## config.mk

```make
export PLATFORM = sky130hd
export DESIGN_NAME = sel_sequencer
export DESIGN_NICKNAME = d
export VERILOG_FILES = /design/src/rtl/sel_sequencer_pkg.sv /design/src/rtl/sel_sequencer_tick_gen.sv /design/src/rtl/sel_sequencer.sv
export SDC_FILE = /design/constraint.sdc
export NUM_CORES = 1
export LEC_CHECK = 0
export CELL_PAD_IN_SITES_DETAIL_PLACEMENT = 1
export CELL_PAD_IN_SITES_GLOBAL_PLACEMENT = 2
export CORE_MARGIN = 5
export CORE_UTILIZATION = 36
export DETAILED_ROUTE_END_ITERATION = 12
export GPL_TIMING_DRIVEN = 0
export PLACE_DENSITY = 0.91
export SLEW_MARGIN = 20
export SYNTH_ARGS = -nofsm -noshare
export SYNTH_HDL_FRONTEND = slang
export SYNTH_SLANG_ARGS = --single-unit
```

## constraint.sdc

```tcl
create_clock -name clk -period 3.4 [get_ports clk]
set_input_delay 0.68 -clock clk [delete_from_list [all_inputs] [get_ports clk]]
set_output_delay 0.68 -clock clk [all_outputs]
set_load 0.01 [all_outputs]
```

## src/rtl/sel_sequencer_pkg.sv

```systemverilog
// Shared definitions for the select sequencer.
//
// Contents:
//   SelWidth / StepWidth - width of the select output and of the sweep step counter
//   state_e              - sequencer FSM state encoding
//   mode_e               - sequencing modes, latched when a start is accepted
//   mode_is_down/cont    - decode helpers for mode_e
//   sel_step/sel_wraps   - 3-bit modulo select arithmetic and wrap detection
package sel_sequencer_pkg;

  localparam int unsigned SelWidth  = 3;
  localparam int unsigned StepWidth = 4;

  // Number of step edges in a single sweep, minus one: the 8th step ends it.
  localparam logic [StepWidth-1:0] LastStep = 4'd7;

  typedef enum logic [1:0] {
    StIdle = 2'b00,
    StRun  = 2'b01,
    StDone = 2'b10
  } state_e;

  // Bit 0 selects direction (1 = down), bit 1 selects continuous operation.
  typedef enum logic [1:0] {
    MODE_UP_ONCE = 2'b00,
    MODE_DN_ONCE = 2'b01,
    MODE_UP_CONT = 2'b10,
    MODE_DN_CONT = 2'b11
  } mode_e;

  function automatic logic mode_is_down(input mode_e m);
    return (m == MODE_DN_ONCE) || (m == MODE_DN_CONT);
  endfunction

  function automatic logic mode_is_cont(input mode_e m);
    return (m == MODE_UP_CONT) || (m == MODE_DN_CONT);
  endfunction

  // Next select code; the 3-bit result wraps naturally, no overflow flag.
  function automatic logic [SelWidth-1:0] sel_step(input logic [SelWidth-1:0] cur,
                                                    input logic              down);
    return down ? (cur - 3'd1) : (cur + 3'd1);
  endfunction

  // True when stepping from cur crosses the 7/0 boundary in the given direction.
  function automatic logic sel_wraps(input logic [SelWidth-1:0] cur, input logic down);
    return down ? (cur == 3'd0) : (cur == 3'd7);
  endfunction

endpackage

```

## src/rtl/sel_sequencer_tick_gen.sv

```systemverilog
// Prescaler for the select sequencer.
//
// Counts 0..DIV-1 while run is high and asserts tick on the cycle the count
// equals DIV-1, wrapping the count back to 0 on that edge. This yields one
// tick per DIV counted cycles. clear has priority and holds the count at 0.
//
// Ports:
//   clk   - clock, rising edge
//   rst   - asynchronous active-high reset
//   clear - synchronous clear of the count
//   run   - count enable
//   tick  - high for the last cycle of each DIV-cycle period
module tick_gen #(
  parameter int unsigned DIV = 4
) (
  input  logic clk,
  input  logic rst,
  input  logic clear,
  input  logic run,
  output logic tick
);

  // DIV is limited to 1..255 so an 8-bit count always suffices.
  localparam logic [7:0] CntLast = 8'(DIV - 1);

  logic [7:0] cnt_q;
  logic [7:0] cnt_d;

  // Tick is gated by run so a cycle where counting is suppressed never steps.
  assign tick = run && (cnt_q == CntLast);

  always_comb begin
    cnt_d = cnt_q;
    if (clear) begin
      cnt_d = '0;
    end else if (run) begin
      cnt_d = tick ? 8'd0 : (cnt_q + 8'd1);
    end
  end

  always_ff @(posedge clk or posedge rst) begin
    if (rst) begin
      cnt_q <= '0;
    end else begin
      cnt_q <= cnt_d;
    end
  end

endmodule

```

## src/rtl/sel_sequencer.sv

```systemverilog
// Select sequencer driving a downstream 3-to-8 decoder.
//
// From IDLE an accepted start begins stepping the select x up or down, each
// code held for DIV cycles. Single-sweep modes present 8 codes and return x to
// its starting value, pulsing done; continuous modes run until stop.
//
// Ports:
//   clk      - clock, rising edge
//   rst      - asynchronous active-high reset
//   start    - begin a sequence (IDLE only; stop in the same cycle wins)
//   stop     - abort a running sequence, x frozen
//   mode     - mode_e encoding, latched on an accepted start
//   load     - preset x from load_val (IDLE only)
//   load_val - preset value
//   x        - registered select code
//   en       - registered decoder enable, high while stepping
//   busy     - high while in RUN
//   done     - one-cycle pulse when a single sweep completes
//   wrap     - one-cycle pulse the cycle after x crosses 7->0 or 0->7
module sel_sequencer
  import sel_sequencer_pkg::*;
#(
  parameter int unsigned DIV = 4
) (
  input  logic                clk,
  input  logic                rst,
  input  logic                start,
  input  logic                stop,
  input  logic [1:0]          mode,
  input  logic                load,
  input  logic [SelWidth-1:0] load_val,
  output logic [SelWidth-1:0] x,
  output logic                en,
  output logic                busy,
  output logic                done,
  output logic                wrap
);

  state_e                 state_q;
  mode_e                  mode_q;
  logic [StepWidth-1:0]   step_cnt_q;
  logic [SelWidth-1:0]    x_q;
  logic                   en_q;
  logic                   busy_q;
  logic                   done_q;
  logic                   wrap_q;

  logic                   presc_clear;
  logic                   presc_run;
  logic                   tick;
  logic                   down;

  // The prescaler is held at 0 outside RUN, so every accepted start begins a
  // fresh dwell. A stop suppresses counting so no step can land on its edge.
  assign presc_clear = (state_q != StRun);
  assign presc_run   = (state_q == StRun) && !stop;
  assign down        = mode_is_down(mode_q);

  tick_gen #(
    .DIV (DIV)
  ) u_tick_gen (
    .clk   (clk),
    .rst   (rst),
    .clear (presc_clear),
    .run   (presc_run),
    .tick  (tick)
  );

  always_ff @(posedge clk or posedge rst) begin
    if (rst) begin
      state_q    <= StIdle;
      mode_q     <= MODE_UP_ONCE;
      step_cnt_q <= '0;
      x_q        <= '0;
      en_q       <= 1'b0;
      busy_q     <= 1'b0;
      done_q     <= 1'b0;
      wrap_q     <= 1'b0;
    end else begin
      // Pulse outputs default low each cycle.
      done_q <= 1'b0;
      wrap_q <= 1'b0;

      unique case (state_q)
        StIdle: begin
          // A load in the same cycle as start provides the first code.
          if (load) begin
            x_q <= load_val;
          end
          if (start && !stop) begin
            state_q    <= StRun;
            mode_q     <= mode_e'(mode);
            step_cnt_q <= '0;
            en_q       <= 1'b1;
            busy_q     <= 1'b1;
          end
        end

        StRun: begin
          if (stop) begin
            state_q <= StIdle;
            en_q    <= 1'b0;
            busy_q  <= 1'b0;
          end else if (tick) begin
            x_q        <= sel_step(x_q, down);
            step_cnt_q <= step_cnt_q + 4'd1;
            wrap_q     <= sel_wraps(x_q, down);
            // The 8th step of a single sweep lands x back on its start value.
            if (!mode_is_cont(mode_q) && (step_cnt_q == LastStep)) begin
              state_q <= StDone;
              en_q    <= 1'b0;
              busy_q  <= 1'b0;
              done_q  <= 1'b1;
            end
          end
        end

        StDone: begin
          state_q <= StIdle;
        end

        default: begin
          state_q <= StIdle;
          en_q    <= 1'b0;
          busy_q  <= 1'b0;
        end
      endcase
    end
  end

  assign x    = x_q;
  assign en   = en_q;
  assign busy = busy_q;
  assign done = done_q;
  assign wrap = wrap_q;

endmodule

```

# [Yosys cells after proc, flatten, opt, wreduce, memory -nomap -nowiden]
# Cells that the tools add are included.
[classes] add_sub_neg=4 eq_ne=15 mux=30 bitwise_logic=1 n_reduce_logical=17
[op_table] op="2-to-1 mux 8 bit" count=3
[op_table] op="2-to-1 mux 1 bit" count=12
[op_table] op="2-to-1 mux 3 bit" count=4
[op_table] op="2-to-1 mux 4 bit" count=3
[op_table] op="AND reduction 4 bit" count=3
[op_table] op="adder 8 x 1 -> 8 bit (second input constant)" count=1
[op_table] op="equality test 8 x 2 -> 1 bit (second input constant)" count=1
[op_table] op="2-to-1 mux 2 bit" count=4
[op_table] op="case mux 4 bit (2 select lines)" count=1
[op_table] op="equality test 2 bit (second input constant)" count=3
[op_table] op="inequality test 2 bit (second input constant)" count=3
[op_table] op="inequality test 3 x 2 -> 1 bit (second input constant)" count=2
[op_table] op="case mux 3 bit (2 select lines)" count=1
[op_table] op="adder 4 x 1 -> 4 bit (second input constant)" count=1
[op_table] op="equality test 2 x 1 -> 1 bit (second input constant)" count=2
[op_table] op="equality test 4 x 3 -> 1 bit (second input constant)" count=1
[op_table] op="logical AND 1 bit" count=4
[op_table] op="inequality test 2 x 1 -> 1 bit (second input constant)" count=2
[op_table] op="case mux 2 bit (2 select lines)" count=1
[op_table] op="nonzero test 2 bit" count=2
[op_table] op="adder 3 x 1 -> 3 bit (second input constant)" count=1
[op_table] op="equality test 3 bit (second input constant)" count=1
[op_table] op="logical NOT 3 bit" count=1
[op_table] op="case mux 1 bit (3 select lines)" count=1
[op_table] op="other kinds (7)" count=9
[totals] register_bits=22 in_bits=10 out_inout_bits=7 word_cells=75

# [Depth between registers and ports, before layout]
[depth] ltp_word=8 mapped_depth=6 ltp_nobuf=5

# [Hierarchy]
# Synthesis repeated with hierarchy kept, for this count alone.
[unflattened] cells_unflattened=125 area_unflattened_um2=1277.5
[by_module_without_submodules] mod="sel_sequencer" instances=1 cells_per_inst=80 area_per_inst_um2=824.5 seq_area_each_um2=350.3
[by_module_without_submodules] mod="tick_gen" instances=1 cells_per_inst=45 area_per_inst_um2=452.9 seq_area_each_um2=200.2

# [Worst setup path after synthesis]
# Ideal clock, no wire load.
[synth_path] kind="input to register" startpoint="input port stop" endpoint="register mode_q[0]" setup_time_ns=0.125 arrival_ns=1.695 required_time_ns=3.275 setup_slack_ns=1.580 path_stages=3 n_path_buf=1 path_cell_list="clkbuf_1 > nor4_1 > mux2_2"
[synth_between] elab_chain_len=3
[synth_rtl] element="from (decl)" line_no="sel_sequencer.sv:28" source="input logic stop,"
[synth_rtl] element="logical NOT 1 bit" line_no="sel_sequencer.sv:90" source="if (start && !stop) begin"
[synth_rtl] element="logical AND 1 bit" line_no="sel_sequencer.sv:90"
[synth_rtl] element="AND reduction 2 bit (no line)"
[synth_rtl] element="to (signal assigned)" line_no="sel_sequencer.sv:92" source="mode_q <= mode_e'(mode);"
[synth_rtl] element="to (decl)" line_no="sel_sequencer.sv:40" source="mode_e mode_q;"
# No other way between the ends.
# A chain may end at the register's enable or synchronous reset.

# [Worst setup path after layout]
[layout_path] startpoint="input port stop" endpoint="register mode_q[1]"
# The elaborated chain is that of the path after synthesis.

==> results.ini <==
[setup_path]
r2r-end = u_tick_gen.cnt_q[6]$_DFFE_PP0P_
ff2ff_setup_slack_ns = 1.33
cp.arrival_ns = 2.45
path_depth = 4
crit_end = mode_q[1]$_DFFE_PP0P_
crit_buf_inv = 2
critPathLaunchType = input port
critPathCaptureType = flip-flop
crit_type = input port to flip-flop
crit_start = stop
rr_worst_depth = 5
path_cells = clkdlybuf4s50_1 > clkbuf_1 > nor4_1 > mux2_2
crit_required_ns = 3.60
crit_family = simple AND/OR/NAND/NOR gates
crit_slowest_cell = nor4_1
max_stage_delay_ns = 0.69
r2r-start = u_tick_gen.cnt_q[0]$_DFFE_PP0P_
cp_max_fo = 10

[global_routing]
track_usage = 0.1500
first_global_vias = 1123
grt_pass1_wl_um = 5278
grt-ovfl-total = 0
grt_max_degree = 23
grt_antenna_before_repair = 0

[logic_synthesis]
ys_seq_area_frac = 0.4499
async_reset_ff_frac = 1.000
synth.distinct_cells = 47
synth.cell_area_mm2 = 0.001224
synth_area_per_cell_um2 = 10.03
synth-main-ff-cell = dfrtp_1
ys_warn_count = 0
synth_edf_count = 0
synth_nets = 135
synthCells = 122
yosys_register_bits = 22

[drt]
drc_errors = 0
first_pass_iters = 3
ant_nets = 0
avgViaCountPerCell = 5.524
routed_wl_um = 2901
via_count = 1033
first_iter_violations = 22
top_layer = met4
wire_per_inst_um = 15.51
wl_met1_um = 1378
dr_wl_met3_um = 71
wl_met2_um = 1411

[sta]
finalCritPeriodShare = 0.6619
hold_viol_final = 0
finClkSkew_ns = 0.005077
final.min_clock_period_ns = 2.251
fmax_mhz = 444.3
timing.setup.tns_ns = 0
worst_pin_slew_ns = 0.8477
rsz0062_at_grt = no
holdWs_ns = 0.5302
maxSlewHeadroom = 0.4342
setup_slack_ns = 1.149
drv_slew = 0
setup_viol = 0

[cts]
cts_resized = 0
root_buffer = clkbuf_4
postCtsSetupBuffers = 0
cts_buffers = 3
cts.sinks = 22
clock_path_buffers = 2
clk_latency_ns = 0.30
clk_pin_slew_ns = 0.12
hold_buffers = 0
cts_tree = done
htreeDepth = 1

[flow_run]
cap_violations = 0

[cells_and_area]
multi_input_area_um2 = 638.1
seq_area_um2 = 550.5
drive_above_1_share = 0.09929
area_growth_pct = 19.63
final.fill_count = 402
diodes = 0
nNetsFinal = 156

[floorplan]
die_h_um = 68.30
core_area_mm2 = 0.003311
io_pins = 17
rows = 21
die_w_um = 68.30
die-area_mm2 = 0.004665
start_util = 0.3696

[status]
outcome = completed

[power]
finalPower_mw = 0.6649
vdd_drop_max_mv = 0.2066
p_per_area_mw_per_mm2 = 454.2
power.leakage_nw = 0.6141

[placed_design]
hpwl_um = 2168
routabilityCongestion = 0.8064
io_buffers = 16
preCtsSetupSlack_ns = 0.7888

[hold_path]
hold_path.class = flip-flop to flip-flop

-- worst register-to-register path: cells and delay by family, from the launching register on --
| family | cells | cell delay [ns] |
|---|---|---|
| AOI/OAI and AO/OA | 2 | 0.87 |
| adders and majority gates | 1 | 0.26 |
| DFF | 1 | 0.43 |
| and+or+nand+nor | 2 | 0.41 |
-- flip-flops by register name, summed over array words and instances, names as in the netlist --
register          count
u_tick_gen.cnt_q      8
step_cnt_q            4
x                     3
mode_q                2
state_q               2
busy                  1
done                  1
wrap                  1
-- cell usage in the layout, fill, tap and decap left out, types with 2 or more instances in the layout --
master,count
nand2b_1,5
clkbuf_1,3
dfrtp_1,22
mux2_1,2
nand3b_1,3
a21oi_1,7
nand2_1,11
nand3_1,4
mux2i_1,2
ha_1,2
o211ai_1,2
a22o_1,2
clkbuf_4,3
clkdlybuf4s50_1,16
o21ai_1,4
mux2_2,2
a21o_1,2
nor3_1,2
inv_1,3
nor2_1,8
nor2b_1,2
a31oi_1,6
xnor2_1,2
-- layout make-up --
cell class | count | area share
inverter | 3 | 0.007692
tap | 46 | 0.03932
multi-input combinational | 92 | 0.4359
sequential | 22 | 0.3761
buffer | 5 | 0.01624
timing repair buffer | 16 | 0.1094
clock buffer | 3 | 0.01538
-- logic make-up (layout without fill, tap and decap cells) --
| kind of cell | after synthesis | in the layout | share of synthesized area |
|---|---|---|---|
| multiplexers | 7 | 7 | 0.06543 |
| flip-flops | 22 | 22 | 0.4499 |
| buffers and inverters | 8 | 27 | 0.02863 |
| adder cells (fa/ha/maj) | 3 | 3 | 0.03681 |
| XOR/XNOR | 2 | 2 | 0.01432 |
| AND/OR/NAND/NOR | 47 | 47 | 0.2239 |
| AO/OA/AOI/OAI | 33 | 33 | 0.1810 |
-- worst min-delay path by stage --
stage,start,endpoint,cells past startpoint
after floorplan,u_tick_gen.cnt_q[7]$_DFFE_PP0P_,u_tick_gen.cnt_q[7]$_DFFE_PP0P_,1
after global placement,mode_q[1]$_DFFE_PP0P_,mode_q[1]$_DFFE_PP0P_,1
after detailed placement,mode_q[1]$_DFFE_PP0P_,mode_q[1]$_DFFE_PP0P_,1
after CTS,step_cnt_q[2]$_DFFE_PP0P_,step_cnt_q[2]$_DFFE_PP0P_,1
after global routing,mode_q[1]$_DFFE_PP0P_,mode_q[1]$_DFFE_PP0P_,1
final,mode_q[1]$_DFFE_PP0P_,mode_q[1]$_DFFE_PP0P_,1
-- routing by layer --
metal  global-route usage  up-vias
li1                     -      487
met1               0.2022      524
met2               0.2431       17
met3              0.01970        5
met4              0.05707        0
met5                    0        -
-- cells in the mapped netlist, types with 2 or more instances --
cell,count,area share
mux2_2,2,0.018
mux2i_1,2,0.016
o21ai_1,4,0.016
nand2_1,11,0.034
clkbuf_1,3,0.0092
a31oi_1,6,0.031
nand2b_1,5,0.026
nor2b_1,2,0.010
ha_1,2,0.020
xnor2_1,2,0.014
nor3_1,2,0.0082
a22o_1,2,0.014
o211ai_1,2,0.012
nand3_1,4,0.016
a21o_1,2,0.012
nor2_1,8,0.025
dfrtp_1,22,0.45
nand3b_1,3,0.018
mux2_1,2,0.018
inv_1,3,0.0092
a21oi_1,7,0.029
-- where the power goes --
part / switching [mW] / internal (mW)
Combinational: 0.0928 / 0.113
Sequential: 0.0470 / 0.295
Clock: 0.0751 / 0.0414
Total: 0.215 / 0.450
-- through the flow --
stage,instances,instance area (µm²),util
2_1_floorplan,122,1224,-
3_3_place_gp,184,1441,0.4354
3_5_place_dp,184,1441,0.4354
4_1_cts,187,1464,0.4422
5_1_grt,187,1464,0.4422
6_report,187,1464,0.4422
Note: power is estimated with default switching activity, not from simulation.
